**config.mk**
```make
export PLATFORM = sky130hd
export DESIGN_NAME = host_cmd_decoder_flat
export DESIGN_NICKNAME = d
export VERILOG_FILES = /design/src/rtl/acev_pkg.sv /design/src/rtl/host_cmd_decoder_if.sv /design/src/rtl/sat_counter.sv /design/src/rtl/host_cmd_decoder.sv /design/src/flat_wrapper.sv
export SDC_FILE = /design/constraint.sdc
export NUM_CORES = 1
export LEC_CHECK = 0
export BUFFER_PORTS_ARGS = -buffer_cell sky130_fd_sc_hd__buf_4
export CAP_MARGIN = 5
export CORE_ASPECT_RATIO = 1.5
export CORE_UTILIZATION = 50
export DETAILED_ROUTE_END_ITERATION = 7
export PLACE_DENSITY = 0.78
export SYNTH_ARGS = -nofsm -noshare
export SYNTH_HDL_FRONTEND = slang
export SYNTH_SLANG_ARGS = --single-unit
```
**constraint.sdc**
```tcl
create_clock -name clk -period 3.1 [get_ports clk]
set_input_delay 0.31 -clock clk [delete_from_list [all_inputs] [get_ports clk]]
set_output_delay 0.31 -clock clk [all_outputs]
set_load 0.02 [all_outputs]
```
**src/rtl/acev_pkg.sv**
```systemverilog
// Shared constants for the host command decoder: wire byte offsets, default
// match values, and the parser state encoding.
package acev_pkg;

  localparam logic [47:0] DEF_DST_MAC    = 48'h0245_5416_6843;
  localparam logic [15:0] DEF_ETHER_TYPE = 16'h005c;
  localparam logic [31:0] DEF_TAG_TRIG   = 32'h6769_7274;
  localparam logic [31:0] DEF_TAG_SLOW   = 32'h776F_6C73;
  localparam logic [31:0] DEF_TAG_RESUME = 32'h6D75_7372;

  localparam int OFF_DST  = 0;
  localparam int OFF_TYPE = 12;
  localparam int OFF_TAG  = 14;
  localparam int OFF_ARG  = 18;

  // Beat indices derived from byte offsets (4 wire bytes per beat).
  localparam logic [2:0] WORD_DST_LO = 3'(OFF_DST / 4);
  localparam logic [2:0] WORD_DST_HI = 3'(OFF_DST / 4 + 1);
  localparam logic [2:0] WORD_TYPE   = 3'(OFF_TYPE / 4);
  localparam logic [2:0] WORD_TAG_HI = 3'((OFF_TAG + 2) / 4);
  localparam logic [2:0] WORD_LAST   = 3'((OFF_ARG + 3) / 4);

  typedef logic [1:0] state_t;
  localparam state_t ST_RECV = 2'd0;
  localparam state_t ST_DROP = 2'd1;
  localparam state_t ST_HOLD = 2'd2;

endpackage

```
**src/rtl/host_cmd_decoder_if.sv**
```systemverilog
// MAC receive AXI-stream bundle; the MAC drives it, the decoder only listens.
interface host_cmd_decoder_if;

  logic [31:0] RxTdata;
  logic [3:0]  RxTkeep;
  logic        RxTvalid;
  logic        RxTlast;
  logic        RxTuser;

  modport master (output RxTdata, RxTkeep, RxTvalid, RxTlast, RxTuser);
  modport slave  (input  RxTdata, RxTkeep, RxTvalid, RxTlast, RxTuser);

endinterface

```
**src/rtl/sat_counter.sv**
```systemverilog
// Saturating up-counter with synchronous reset; sticks at all-ones.
module sat_counter #(
  parameter int W = 16
) (
  input  logic         clk,
  input  logic         reset,
  input  logic         inc,
  output logic [W-1:0] count
);

  always_ff @(posedge clk) begin
    if (reset)
      count <= '0;
    else if (inc && count != {W{1'b1}})
      count <= count + W'(1);
  end

endmodule

```
**src/rtl/host_cmd_decoder.sv**
```systemverilog
// Parses host command frames off the MAC receive stream and commits a command
// pulse or status count only when the whole frame turns out good.
module host_cmd_decoder
  import acev_pkg::*;
#(
  parameter logic [47:0] DST_MAC    = DEF_DST_MAC,
  parameter logic [15:0] ETHER_TYPE = DEF_ETHER_TYPE,
  parameter logic [31:0] TAG_TRIG   = DEF_TAG_TRIG,
  parameter logic [31:0] TAG_SLOW   = DEF_TAG_SLOW,
  parameter logic [31:0] TAG_RESUME = DEF_TAG_RESUME,
  parameter int          CNT_W      = 16
) (
  input  logic                 clk,
  input  logic                 reset,
  host_cmd_decoder_if.slave    rx,
  output logic                 IlaTrigger,
  output logic                 HostRequestSlowDown,
  output logic                 HostResume,
  output logic [31:0]          HostFiFoFillAmt,
  output logic [CNT_W-1:0]     GoodCmdCount,
  output logic [CNT_W-1:0]     BadFrameCount,
  output logic [CNT_W-1:0]     UnknownTagCount
);

  state_t      state;
  logic [2:0]  word_idx;
  logic        runt_q;
  logic [31:0] tag_q;
  logic [15:0] arg_lo_q;
  logic [31:0] arg_q;

  logic        mismatch;
  logic        runt_now;
  logic        cur_runt;
  logic [31:0] cur_arg;
  logic        decide;
  logic        early_end;
  logic        good_frame;
  logic        hit_trig;
  logic        hit_slow;
  logic        hit_resume;
  logic        good_inc;
  logic        bad_inc;
  logic        unk_inc;

  // When the tlast beat is also beat 5 the verdict is taken straight from
  // RECV, so the tail of the argument and runt flag come from the live beat.
  always_comb begin
    mismatch = 1'b0;
    case (word_idx)
      WORD_DST_LO: mismatch = rx.RxTdata != DST_MAC[31:0];
      WORD_DST_HI: mismatch = rx.RxTdata[15:0] != DST_MAC[47:32];
      WORD_TYPE:   mismatch = rx.RxTdata[15:0] != {ETHER_TYPE[7:0], ETHER_TYPE[15:8]};
      default:     mismatch = 1'b0;
    endcase

    runt_now   = runt_q | (rx.RxTkeep != 4'hF);
    cur_runt   = (state == ST_HOLD) ? runt_q : runt_now;
    cur_arg    = (state == ST_HOLD) ? arg_q : {rx.RxTdata[15:0], arg_lo_q};

    decide     = rx.RxTvalid && rx.RxTlast &&
                 ((state == ST_HOLD) ||
                  (state == ST_RECV && word_idx == WORD_LAST && !mismatch));
    early_end  = rx.RxTvalid && rx.RxTlast && state == ST_RECV &&
                 word_idx != WORD_LAST && !mismatch;

    good_frame = decide && !(rx.RxTuser || cur_runt);
    hit_trig   = good_frame && tag_q == TAG_TRIG;
    hit_slow   = good_frame && tag_q == TAG_SLOW;
    hit_resume = good_frame && tag_q == TAG_RESUME;

    good_inc   = hit_trig || hit_slow || hit_resume;
    unk_inc    = good_frame && !good_inc;
    bad_inc    = early_end || (decide && (rx.RxTuser || cur_runt));
  end

  always_ff @(posedge clk) begin
    if (reset) begin
      state               <= ST_RECV;
      word_idx            <= '0;
      runt_q              <= 1'b0;
      tag_q               <= '0;
      arg_lo_q            <= '0;
      arg_q               <= '0;
      IlaTrigger          <= 1'b0;
      HostRequestSlowDown <= 1'b0;
      HostResume          <= 1'b0;
      HostFiFoFillAmt     <= '0;
    end else begin
      IlaTrigger          <= hit_trig;
      HostRequestSlowDown <= hit_slow;
      HostResume          <= hit_resume;
      if (hit_slow)
        HostFiFoFillAmt <= cur_arg;

      if (rx.RxTvalid) begin
        case (state)
          ST_RECV: begin
            if (word_idx == WORD_TYPE)
              tag_q[15:0] <= rx.RxTdata[31:16];
            if (word_idx == WORD_TAG_HI) begin
              tag_q[31:16] <= rx.RxTdata[15:0];
              arg_lo_q     <= rx.RxTdata[31:16];
            end
            if (rx.RxTlast || mismatch) begin
              state    <= rx.RxTlast ? ST_RECV : ST_DROP;
              word_idx <= '0;
              runt_q   <= 1'b0;
            end else if (word_idx == WORD_LAST) begin
              state  <= ST_HOLD;
              arg_q  <= {rx.RxTdata[15:0], arg_lo_q};
              runt_q <= runt_now;
            end else begin
              word_idx <= word_idx + 3'd1;
              runt_q   <= runt_now;
            end
          end
          ST_DROP, ST_HOLD: begin
            if (rx.RxTlast) begin
              state    <= ST_RECV;
              word_idx <= '0;
              runt_q   <= 1'b0;
            end
          end
          default: state <= ST_RECV;
        endcase
      end
    end
  end

  sat_counter #(.W(CNT_W)) u_good (
    .clk(clk), .reset(reset), .inc(good_inc), .count(GoodCmdCount)
  );

  sat_counter #(.W(CNT_W)) u_bad (
    .clk(clk), .reset(reset), .inc(bad_inc), .count(BadFrameCount)
  );

  sat_counter #(.W(CNT_W)) u_unknown (
    .clk(clk), .reset(reset), .inc(unk_inc), .count(UnknownTagCount)
  );

endmodule

```
**src/flat_wrapper.sv**
```systemverilog
// flat-port wrapper written by rule: the top's interface ports become plain ports
module host_cmd_decoder_flat import acev_pkg::*;
#(
  parameter logic [47:0] DST_MAC    = DEF_DST_MAC,
  parameter logic [15:0] ETHER_TYPE = DEF_ETHER_TYPE,
  parameter logic [31:0] TAG_TRIG   = DEF_TAG_TRIG,
  parameter logic [31:0] TAG_SLOW   = DEF_TAG_SLOW,
  parameter logic [31:0] TAG_RESUME = DEF_TAG_RESUME,
  parameter int          CNT_W      = 16
)
  (clk, reset, IlaTrigger, HostRequestSlowDown, HostResume, HostFiFoFillAmt, GoodCmdCount, BadFrameCount, UnknownTagCount, rx_RxTdata, rx_RxTkeep, rx_RxTvalid, rx_RxTlast, rx_RxTuser);
  host_cmd_decoder_if rx_i ();
  input  logic clk;
  input  logic reset;
  output logic IlaTrigger;
  output logic HostRequestSlowDown;
  output logic HostResume;
  output logic [31:0] HostFiFoFillAmt;
  output logic [CNT_W-1:0] GoodCmdCount;
  output logic [CNT_W-1:0] BadFrameCount;
  output logic [CNT_W-1:0] UnknownTagCount;
  input wire logic [$bits(rx_i.RxTdata)-1:0] rx_RxTdata;
  input wire logic [$bits(rx_i.RxTkeep)-1:0] rx_RxTkeep;
  input wire logic [$bits(rx_i.RxTvalid)-1:0] rx_RxTvalid;
  input wire logic [$bits(rx_i.RxTlast)-1:0] rx_RxTlast;
  input wire logic [$bits(rx_i.RxTuser)-1:0] rx_RxTuser;
  assign rx_i.RxTdata = rx_RxTdata;
  assign rx_i.RxTkeep = rx_RxTkeep;
  assign rx_i.RxTvalid = rx_RxTvalid;
  assign rx_i.RxTlast = rx_RxTlast;
  assign rx_i.RxTuser = rx_RxTuser;
  host_cmd_decoder #(.DST_MAC(DST_MAC), .ETHER_TYPE(ETHER_TYPE), .TAG_TRIG(TAG_TRIG), .TAG_SLOW(TAG_SLOW), .TAG_RESUME(TAG_RESUME), .CNT_W(CNT_W)) u_core (.clk(clk), .reset(reset), .rx(rx_i), .IlaTrigger(IlaTrigger), .HostRequestSlowDown(HostRequestSlowDown), .HostResume(HostResume), .HostFiFoFillAmt(HostFiFoFillAmt), .GoodCmdCount(GoodCmdCount), .BadFrameCount(BadFrameCount), .UnknownTagCount(UnknownTagCount));
endmodule
```
# Word level (Yosys, flattened, before mapping)
# Index checks and enable logic that the tools add are counted.
dict set report op_classes {
  n_addsub 4
  eq_ne 20
  mux 15
  bitwise_logic 2
  reduce_logical 35
}
# op n
set op_table {}
lappend op_table {{$eq 32x31->1 const B} 3}
lappend op_table {{$add 16x1->16 const B} 3}
lappend op_table {{$ne 16x16->1 const B} 3}
lappend op_table {{$mux 32} 1}
lappend op_table {{$ne 32x31->1 const B} 1}
lappend op_table {{$logic_and 1x1->1} 16}
lappend op_table {{$ne 16x10->1 const B} 1}
lappend op_table {{$ne 16x15->1 const B} 1}
lappend op_table {{$reduce_and 3->1} 4}
lappend op_table {{$mux 3} 3}
lappend op_table {{$ne 3x3->1 const B} 3}
lappend op_table {{$reduce_and 4->1} 2}
lappend op_table {{$eq 3x3->1 const B} 2}
lappend op_table {{$logic_or 1x1->1} 6}
lappend op_table {{$mux 2} 3}
lappend op_table {{$pmux 3 s2} 1}
lappend op_table {{$mux 1} 4}
lappend op_table {{$ne 4x4->1 const B} 1}
lappend op_table {{$pmux 2 s2} 1}
lappend op_table {{$add 3x1->3 const B} 1}
lappend op_table {{$eq 3x1->1 const B} 1}
lappend op_table {{$eq 3x2->1 const B} 1}
lappend op_table {{$logic_not 1->1} 3}
lappend op_table {{$logic_not 3->1} 1}
lappend op_table {{other kinds (10)} 10}
dict set report totals {
  register_bits 169
  elab_cells 90
}

# Depth between registers and ports, before layout
# Gate-level depths: netlist of the first run.
dict set report depth {
  depth_word 13
  mapped_depth 12
  ltp_nobuf 9
}

# Modules after synthesis
# Synthesis of the first run repeated with hierarchy kept, for this count alone.
dict set report hier_totals {
  hier_cells 874
  area_unflattened_um2 7753.7
}
# module n_inst cells_each area_each_um2
set modules_own_cells {}
lappend modules_own_cells {host_cmd_decoder 1 577 5208.7}
lappend modules_own_cells {sat_counter 3 99 848.3}

# Least setup slack after synthesis of the first run
# OpenSTA, ideal clock, no wires.
dict set report synth_timing {
  path_type {register to register}
  startpoint {reg u_core.word_idx[0]}
  endpoint {reg u_core.u_bad.count[14]}
  setup_ps 123
  arrival_time_ps 2467
  required_ps 2977
  path_slack_ps 510
  path_stages_with_launch 10
  n_path_buf 0
  synth_period_minus_slack_ps 2590
  cell_sequence {dfxtp_1 > ha_1 > ha_1 > xor2_1 > o2111ai_1 > nand4b_1 > a211o_1 > o21a_1 > nor4b_1 > mux2_1}
}
dict set report synth_between {
  elab_chain_cells 9
  word_cells_on_any_way 16
}
# element line_no
set synth_rtl {}
lappend synth_rtl {{start, declared} host_cmd_decoder.sv:26} ;# logic [2:0] word_idx;
lappend synth_rtl {{start signal, assigned} host_cmd_decoder.sv:114} ;# word_idx <= word_idx + 3'd1;
lappend synth_rtl {{$eq 3x2->1, or another cell as far along} host_cmd_decoder.sv:50} ;# case (word_idx)
lappend synth_rtl {{$pmux 1 s3} host_cmd_decoder.sv:50}
lappend synth_rtl {{$logic_not 1->1} {host_cmd_decoder.sv:63, host_cmd_decoder.sv:65}}
lappend synth_rtl {{$logic_and 1x1->1} host_cmd_decoder.sv:63} ;# (state == ST_RECV && word_idx == WORD_LAST && !mismatch));
lappend synth_rtl {{$logic_or 1x1->1} host_cmd_decoder.sv:62} ;# ((state == ST_HOLD) ||
lappend synth_rtl {{$logic_and 1x1->1} host_cmd_decoder.sv:61} ;# decide = rx.RxTvalid && rx.RxTlast &&
lappend synth_rtl {{$logic_and 1x1->1} host_cmd_decoder.sv:74} ;# bad_inc = early_end || (decide && (rx.RxTuser || cur_runt));
lappend synth_rtl {{$logic_or 1x1->1 *} host_cmd_decoder.sv:74}
lappend synth_rtl {{$logic_and 1x1->1 *} sat_counter.sv:14} ;# else if (inc && count != {W{1'b1}})
lappend synth_rtl {{end signal, assigned} sat_counter.sv:15} ;# count <= count + W'(1);
lappend synth_rtl {{end, declared} sat_counter.sv:8} ;# output logic [W-1:0] count
# Mark *: on every way between the ends. The rest lies on a longest branch, timed or not.
# A chain may end at the register's enable or synchronous reset.

# Final worst setup path of the first run
# Same ends and word-level chain as after synthesis.

==> results.cfg, run 1 <==
[run_status]
outcome = completed

[placed_design]
io_buffers = 123
routabilityCongestion = 0.887
dp_hpwl_um = 12400
placed_cells = 1147

[run]
maxCapViolations = 0

[global_route]
grt_pass1_vias = 6061
grt-ovfl-total = 0
antenna_found_initial = 0
grt_max_degree = 65
grt_pass1_wl_um = 29100
grt_usage_pct = 24.0

[power_and_ir_drop]
power.density_nw_per_um2 = 477
power_frac_seq_pct = 49.9
p_int_mw = 3.29
combPwrFrac_pct = 3.4
switching_share_pct = 24.4
finalPower_mw = 4.35
p_leak_nw = 3.15
peakVddDrop_mv = 0.352
clockPowerShare_pct = 46.7
switching_power_mw = 1.06

[clocking]
cts_tree = built
clk_latency_ns = 0.43
cts_made_buffers = 17
cts_setup_buffers = 0
cts_buffer_depth = 2
root_buffer = clkbuf_16
path_clk_slew_ns = 0.07
cts-hold-fix-buffers = 0
postCtsResizedCells = 0
htreeDepth = 4
clock-sinks = 169

[die]
dieArea_um2 = 15400
io_pins = 124
initial_core_util_pct = 51.2
dieHeight_um = 152
fp.dieW_um = 102
core_um2 = 14600
row_count = 54

[logic_synthesis]
yosys_warnings = 0
netlist_instances = 863
yosysSeqAreaShare_pct = 45.3
syn_nets = 914
netlist_area_um2 = 7470
async_flop_share_pct = 0
yosysTopAreaCell = dfxtp_1
synth_top_area_share_pct = 45.3
yosys_most_used_dff = dfxtp_1
yosys-top-cells-area = dfxtp_1 (45%), mux2i_1 (9.1%), nand2_1 (6.0%)
synth_seq_cells = 169
yosysMostFrequentCell = dfxtp_1
synthTopCellsByCount = dfxtp_1 (169), nand2_1 (120), nor2_1 (104)
ys_types = 63
synth.avg_cell_area_um2 = 8.65
synth_edf_count = 0

[timing]
period_share_pct = 93.1
finClkSkew_ns = 0.0103
max_slew.worst_pin.slew_ns = 0.617
hold_ws_ns = 0.149
hold_viol_final = 0
slew_headroom_pct = 58.9
final.setup.tns_ns = 0
fmax_mhz = 346
rsz0062_at_grt = false
period_needed_ns = 2.89
slew_viol_final = 0
setup_viol = 0

[setup_path]
cp-start-kind = flip-flop
path_delay_family = compound AO/OA/AOI/OAI gates
endpoint_kind = flip-flop
worst_path_max_delay_cell = a211o_1
crit_buf_inv = 0
cp.arrival_ns = 3.20
path_class = flip-flop to flip-flop
path_max_fanout = 7
path_cells = ha_1, ha_1, xor2_1, o2111ai_1, nand4b_1, a211o_1, o21a_1, nor4b_1, mux2_1
cp_common_cell = ha_1
crit_required_ns = 3.42
slowest_delay_ns = 0.42

[routing]
dr.pass1.iters = 5
wire_per_inst_um = 15.2
first_iter_violations = 234
wl_um = 17900
drc = 0
ant_nets = 0
vias_per_cell = 5.59
vias = 6586

[cells_and_area]
nets = 1021
syn_to_final_growth_pct = 22.1
fin_cells = 1179
final_util_pct = 62.5
drive_above_1_share_pct = 18.4
diodes = 0

[hold_path]
hp-class = primary input to flip-flop
worst reg2reg max path: stages, from the launching register on:
cell and delay (ns):
dfxtp_1 0.40, ha_1 0.21, ha_1 0.22, xor2_1 0.16, o2111ai_1 0.14, nand4b_1 0.24, a211o_1 0.42, o21a_1 0.29
nor4b_1 0.35, mux2_1 0.35
routing by layer:
layer | share of wire [%] | GRT usage (%)
met3 | 5.5 | 6.10
met2 | 51 | 41.7
met1 | 41 | 27.6
met4 | 2.7 | 9.86
met5 | 0 | 0
kinds of logic (layout without fill, tap and decap cells):
logic type	Yosys count	count (layout)	share of synthesized area (%)
AO/OA/AOI/OAI	168	168	13.8
XOR/XNOR	15	15	1.76
adder cells (fa/ha/maj)	10	10	1.68
buffers and inverters	63	183	3.65
flip-flops	169	169	45.3
multiplexers	71	71	9.57
AND/OR/NAND/NOR	367	367	24.2
state kept, by name (all words and copies together) (netlist names):
signal                      flops
u_core.arg_q                   32
u_core.u_good.count            16
u_core.runt_q                   1
u_core.arg_lo_q                16
u_core.u_unknown.count         16
u_core.HostFiFoFillAmt         32
u_core.u_bad.count             16
u_core.IlaTrigger               1
u_core.word_idx                 3
u_core.HostRequestSlowDown      1
u_core.HostResume               1
u_core.tag_q                   32
u_core.state                    2
worst paths after layout:
| check | from | end | slack (ns) | cells after the start |
|---|---|---|---|---|
| setup / recovery | u_core.word_idx[0]$_SDFFE_PP0P_ | u_core.u_bad.count[14]$_SDFFE_PP0P_ | 0.21 | 9 |
| hold / removal | rx_RxTdata[29] | u_core.arg_lo_q[13]$_SDFFE_PP0P_ | 0.15 | 3 |
| setup reg to reg | u_core.word_idx[0]$_SDFFE_PP0P_ | u_core.u_bad.count[14]$_SDFFE_PP0P_ | 0.21 | 9 |
| hold reg to reg | u_core.tag_q[3]$_SDFFE_PP0P_ | u_core.tag_q[3]$_SDFFE_PP0P_ | 0.46 | 2 |
placed cells by master (no fill, tap or decap), types with 5 or more instances in the layout:
cell type	instances
nor4_1	12
xor2_1	7
a21oi_1	76
nor2_1	104
nor3_1	9
xnor2_1	8
mux2i_1	68
and3_1	12
a211oi_1	35
nand4_1	13
clkbuf_16	17
or3_1	20
dfxtp_1	169
o21ai_0	11
o21ai_1	12
nand2_1	120
nand4b_1	6
inv_1	13
or4_1	8
ha_1	9
o31ai_1	9
o211ai_1	5
buf_4	136
nor4b_1	6
and2_1	5
nand3_1	20
nand2b_1	5
power groups by stage:
stage          clock [mW]  combinational, mW  sequential [mW]
6_report             2.03              0.148             2.17
5_1_grt              2.16              0.159             2.17
4_1_cts              2.05              0.147             2.17
3_5_place_dp            0              0.146             2.22
3_3_place_gp            0              0.146             2.22
2_1_floorplan           0             0.0645             2.22
stage by stage:
stage | setup slack, ns | instance area, um^2
finish | 0.213 | 9120
global placement | 0.260 | 8550
detailed placement | 0.218 | 8550
global route | 0.0130 | 9120
floorplan | 0.510 | 7470
CTS | 0.216 | 9120
area by class of cell:
cell class / instances / area [um^2]
clock buffers: 17 / 425
clock inverters: 15 / 138
fillers: 1302 / 5480
inverters: 13 / 48.8
multi-input cells: 631 / 3810
flip-flops and latches: 169 / 3380
well taps: 196 / 245
repair buffers: 138 / 1060
No activity file was read; power rests on OpenSTA's default activity.
==> run 2: changes to the inputs <==
--- a/config.mk
+++ b/config.mk
@@ -10,7 +10,8 @@
 export CORE_ASPECT_RATIO = 1.5
 export CORE_UTILIZATION = 50
 export DETAILED_ROUTE_END_ITERATION = 7
-export PLACE_DENSITY = 0.78
+export PLACE_DENSITY = 0.72
+export REMOVE_ABC_BUFFERS = 1
 export SYNTH_ARGS = -nofsm -noshare
 export SYNTH_HDL_FRONTEND = slang
 export SYNTH_SLANG_ARGS = --single-unit
==> results.cfg, run 2 (same netlist as run 1, synthesis figures left out) <==
[global_route]
grt_pass1_vias = 6230
grt_usage_pct = 24.3
antenna_found_initial = 0
grt-ovfl-total = 0
grt_max_degree = 66
grt_pass1_wl_um = 29500

[clocking]
cts_tree = built
clk_latency_ns = 0.44
clock-sinks = 169
cts_made_buffers = 17
cts_setup_buffers = 0
cts-hold-fix-buffers = 0
postCtsResizedCells = 0
cts_buffer_depth = 2
root_buffer = clkbuf_16
htreeDepth = 4
path_clk_slew_ns = 0.07

[run]
maxCapViolations = 0

[power_and_ir_drop]
power.density_nw_per_um2 = 493
p_leak_nw = 3.21
peakVddDrop_mv = 0.316

[routing]
vias_per_cell = 5.57
ant_nets = 0
wire_per_inst_um = 15.1
dr.pass1.iters = 4
wl_um = 17900
vias = 6589
drc = 0
first_iter_violations = 290

[timing]
hold_ws_ns = 0.144
slew_headroom_pct = 44.7
slew_viol_final = 0
period_needed_ns = 2.89
final.setup.tns_ns = 0
finClkSkew_ns = 0.0180
setup_viol = 0
rsz0062_at_grt = false
max_slew.worst_pin.slew_ns = 0.822
fmax_mhz = 346
period_share_pct = 93.2
setup_slack_ns = 0.211
hold_viol_final = 0

[die]
core_um2 = 14600
fp.dieW_um = 102
dieArea_um2 = 15400
initial_core_util_pct = 51.2
row_count = 54
io_pins = 124
dieHeight_um = 152

[placed_design]
routabilityCongestion = 0.901
dp_hpwl_um = 12600
dpl-instance-area_um2 = 8590
io_buffers = 123
placed_cells = 1152
dpl_worst_slack_ns = 0.236

[setup_path]
cp-start-kind = flip-flop
path_delay_family = compound AO/OA/AOI/OAI gates
crit_required_ns = 3.42
cp.arrival_ns = 3.21
worst_path_max_delay_cell = a211o_1
path_class = flip-flop to flip-flop
endpoint_kind = flip-flop
path_cells = ha_1, ha_1, xnor2_1, o21ai_0, nand4b_1, a211o_1, o21a_1, nor4b_1, mux2_1
slowest_delay_ns = 0.42
crit_buf_inv = 0
cp_common_cell = ha_1
path_max_fanout = 7

[cells_and_area]
final_cell_mix = dfxtp_1 (169), buf_4 (141), nand2_1 (120)
diodes = 0
final_area_um2 = 9210
drive_above_1_share_pct = 18.8
reg_top3 = u_core.HostFiFoFillAmt (32), u_core.arg_q (32), u_core.tag_q (32)
final.fill_count = 1344
nets = 1026
syn_to_final_growth_pct = 23.3
fin_cells = 1184
final_common_cell = dfxtp_1

[run_status]
outcome = completed

[hold_path]
hp-class = primary input to flip-flop
-- run 2: changes by cell type in the layout (fill, tap and decap cells not counted) --
cell       before  now
buf_4         136  141
bufinv_16       0    3
clkinv_2        2    1
clkinv_4        1    2
clkinv_8        1    0
inv_6           4    5
inv_8           4    1
-- run 2: layout make-up --
cell class / instances / area [um^2] / share of cell area, %
clock buffers: 17 / 425 / 4.62
repair buffers: 143 / 1100 / 11.9
flip-flops and latches: 169 / 3380 / 36.7
well taps: 196 / 245 / 2.66
clock inverters: 15 / 190 / 2.07
inverters: 13 / 48.8 / 0.530
multi-input cells: 631 / 3810 / 41.4
-- run 2: through the flow --
step | total power, mW | util (%)
6_report | 4.54 | 63.1
5_1_grt | 4.68 | 63.1
4_1_cts | 4.58 | 63.1
3_5_place_dp | 2.37 | 58.9
3_3_place_gp | 2.37 | 58.9
2_1_floorplan | 2.26 | -
-- run 2: layer usage --
layer | up-vias | track usage, % | share of wire [%]
li1 | 3320 | - | -
met1 | 3121 | 28.2 | 42
met2 | 125 | 43.3 | 53
met3 | 23 | 4.91 | 3.5
met4 | 0 | 9.28 | 1.5
met5 | - | 0 | 0
-- run 2: path summary, 6_finish.rpt --
| kind | from | to | slack (ns) | cells after the start |
|---|---|---|---|---|
| hold / removal | rx_RxTdata[23] | u_core.arg_lo_q[7]$_SDFFE_PP0P_ | 0.14 | 3 |
| setup / recovery | u_core.word_idx[0]$_SDFFE_PP0P_ | u_core.u_bad.count[14]$_SDFFE_PP0P_ | 0.21 | 9 |
| hold reg to reg | u_core.tag_q[13]$_SDFFE_PP0P_ | u_core.tag_q[13]$_SDFFE_PP0P_ | 0.45 | 2 |
| setup reg to reg | u_core.word_idx[0]$_SDFFE_PP0P_ | u_core.u_bad.count[14]$_SDFFE_PP0P_ | 0.21 | 9 |
-- run 2: where the power goes --
part	switching, mW	internal, mW	total, mW
combinational	0.0921	0.0611	0.153
clock	0.928	1.29	2.21
sequential	0.000723	2.17	2.17
-- run 2: worst reg2reg max path, stage by stage, from the launching register on --
cell and delay (ns):
dfxtp_1 0.35, ha_1 0.23, ha_1 0.26, xnor2_1 0.15
o21ai_0 0.19, nand4b_1 0.18, a211o_1 0.42, o21a_1 0.29
nor4b_1 0.36, mux2_1 0.35
==> run 3: changes to the inputs <==
--- a/config.mk
+++ b/config.mk
@@ -8,9 +8,10 @@
 export BUFFER_PORTS_ARGS = -buffer_cell sky130_fd_sc_hd__buf_4
 export CAP_MARGIN = 5
 export CORE_ASPECT_RATIO = 1.5
+export CORE_MARGIN = 2
 export CORE_UTILIZATION = 50
 export DETAILED_ROUTE_END_ITERATION = 7
-export PLACE_DENSITY = 0.72
+export PLACE_DENSITY = 0.81
 export REMOVE_ABC_BUFFERS = 1
 export SYNTH_ARGS = -nofsm -noshare
 export SYNTH_HDL_FRONTEND = slang
==> constraint.sdc (replaced) <==
create_clock -name clk -period 3.4 [get_ports clk]
set_input_delay 0.34 -clock clk [delete_from_list [all_inputs] [get_ports clk]]
set_output_delay 0.34 -clock clk [all_outputs]
set_load 0.02 [all_outputs]
==> results.cfg, run 3 (same netlist as run 1, synthesis figures left out) <==
[timing]
final.setup.tns_ns = 0
finClkSkew_ns = 0.00895
period_share_pct = 90.8
max_slew.worst_pin.slew_ns = 0.725
slew_viol_final = 0
rsz0062_at_grt = false
slew_headroom_pct = 51.0
fmax_mhz = 324
setup_viol = 0
hold_viol_final = 0
period_needed_ns = 3.09

[power_and_ir_drop]
power.density_nw_per_um2 = 441
p_leak_nw = 3.18
peakVddDrop_mv = 0.284

[setup_path]
cp_common_cell = ha_1
worst_path_max_delay_cell = or3b_1
crit_required_ns = 3.76
endpoint_kind = flip-flop
path_class = flip-flop to flip-flop
path_max_fanout = 20
slowest_delay_ns = 0.62
crit_buf_inv = 1
path_delay_family = simple AND/OR/NAND/NOR gates
path_cells = ha_1, ha_1, xnor2_1, o21ai_0, and4bb_1, o21ai_2, or3b_1, buf_4, or3_1, a21oi_1
cp.arrival_ns = 3.44
cp-start-kind = flip-flop

[global_route]
grt-ovfl-total = 0
antenna_found_initial = 0
grt_pass1_wl_um = 30100
grt_pass1_vias = 6332
grt_usage_pct = 22.9
grt_max_degree = 72

[cells_and_area]
reg_top3 = u_core.HostFiFoFillAmt (32), u_core.arg_q (32), u_core.tag_q (32)
final_cell_mix = dfxtp_1 (169), buf_4 (137), nand2_1 (120)
final_common_cell = dfxtp_1
syn_to_final_growth_pct = 22.6
diodes = 0
final_util_pct = 62.7
nets = 1022
fin_cells = 1180
final.fill_count = 1300
drive_above_1_share_pct = 18.4

[clocking]
cts_tree = built
clock-sinks = 169
cts_setup_buffers = 0
htreeDepth = 4
cts-hold-fix-buffers = 0
cts_buffer_depth = 2
clk_latency_ns = 0.42
root_buffer = clkbuf_16
postCtsResizedCells = 0
cts_made_buffers = 17
path_clk_slew_ns = 0.06

[die]
row_count = 54
core_um2 = 14600
dieArea_um2 = 15900
io_pins = 124
fp.dieW_um = 104
dieHeight_um = 154
initial_core_util_pct = 51.2

[hold_path]
hp-class = primary input to flip-flop

[routing]
dr.pass1.iters = 5
vias = 6655
first_iter_violations = 290
wl_um = 18400
drc = 0
wire_per_inst_um = 15.6
vias_per_cell = 5.64
ant_nets = 0

[run]
maxCapViolations = 0

[placed_design]
routabilityCongestion = 0.845
dp_hpwl_um = 13000
placed_cells = 1148
io_buffers = 123

[run_status]
outcome = completed
[run 3: worst register-to-register path, cell delays in order, from the launching register on]
cell and delay (ns):
dfxtp_1 0.35, ha_1 0.24, ha_1 0.27, xnor2_1 0.15, o21ai_0 0.21, and4bb_1 0.32, o21ai_2 0.10, or3b_1 0.62
buf_4 0.29, or3_1 0.34, a21oi_1 0.14
[run 3: layer usage]
layer | vias to the layer above | track usage, % | wire, um
li1 | 3289 | - | -
met1 | 3149 | 25.5 | 7290
met2 | 189 | 43.3 | 9800
met3 | 28 | 4.20 | 917
met4 | 0 | 8.04 | 350
met5 | - | 0 | 0
[run 3: path summary, 6_finish.rpt]
path                                                      start                                      to  slack (ns)  cells past startpoint
worst max-delay path            u_core.word_idx[0]$_SDFFE_PP0P_  u_core.u_unknown.count[3]$_SDFFE_PP0P_        0.31                     10
worst min-delay path                              rx_RxTdata[7]           u_core.arg_q[23]$_SDFFE_PP0P_        0.18                      3
worst max register to register  u_core.word_idx[0]$_SDFFE_PP0P_  u_core.u_unknown.count[3]$_SDFFE_PP0P_        0.31                     10
worst min register to register     u_core.tag_q[6]$_SDFFE_PP0P_            u_core.tag_q[6]$_SDFFE_PP0P_        0.45                      2
[run 3: area by class of cell]
| type | count | area [um^2] | share of cell area [%] |
|---|---|---|---|
| clock buffer | 21 | 470 | 5.14 |
| clock inverter | 11 | 121 | 1.33 |
| inverter | 13 | 48.8 | 0.533 |
| multi-input combinational | 631 | 3810 | 41.7 |
| sequential | 169 | 3380 | 37.0 |
| tap | 196 | 245 | 2.68 |
| timing repair buffer | 139 | 1070 | 11.7 |
[run 3: per-stage QoR]
step / setup slack (ns) / hold slack (ns) / power (mW) / cell area, um^2
6_report: 0.312 / 0.183 / 4.04 / 9150
5_1_grt: 0.0872 / 0.184 / 4.16 / 9150
4_1_cts: 0.350 / 0.180 / 4.06 / 9150
3_5_place_dp: 0.372 / 0.441 / 2.16 / 8560
3_3_place_gp: 0.460 / 0.438 / 2.16 / 8560
2_1_floorplan: -0.101 / 0.409 / 2.06 / 7240
[run 3: where the power goes]
part / internal [mW] / switching, mW / leakage, nW
sequential: 1.98 / 0.000691 / 1.36
clock: 1.14 / 0.783 / 0.289
combinational: 0.0527 / 0.0836 / 1.53
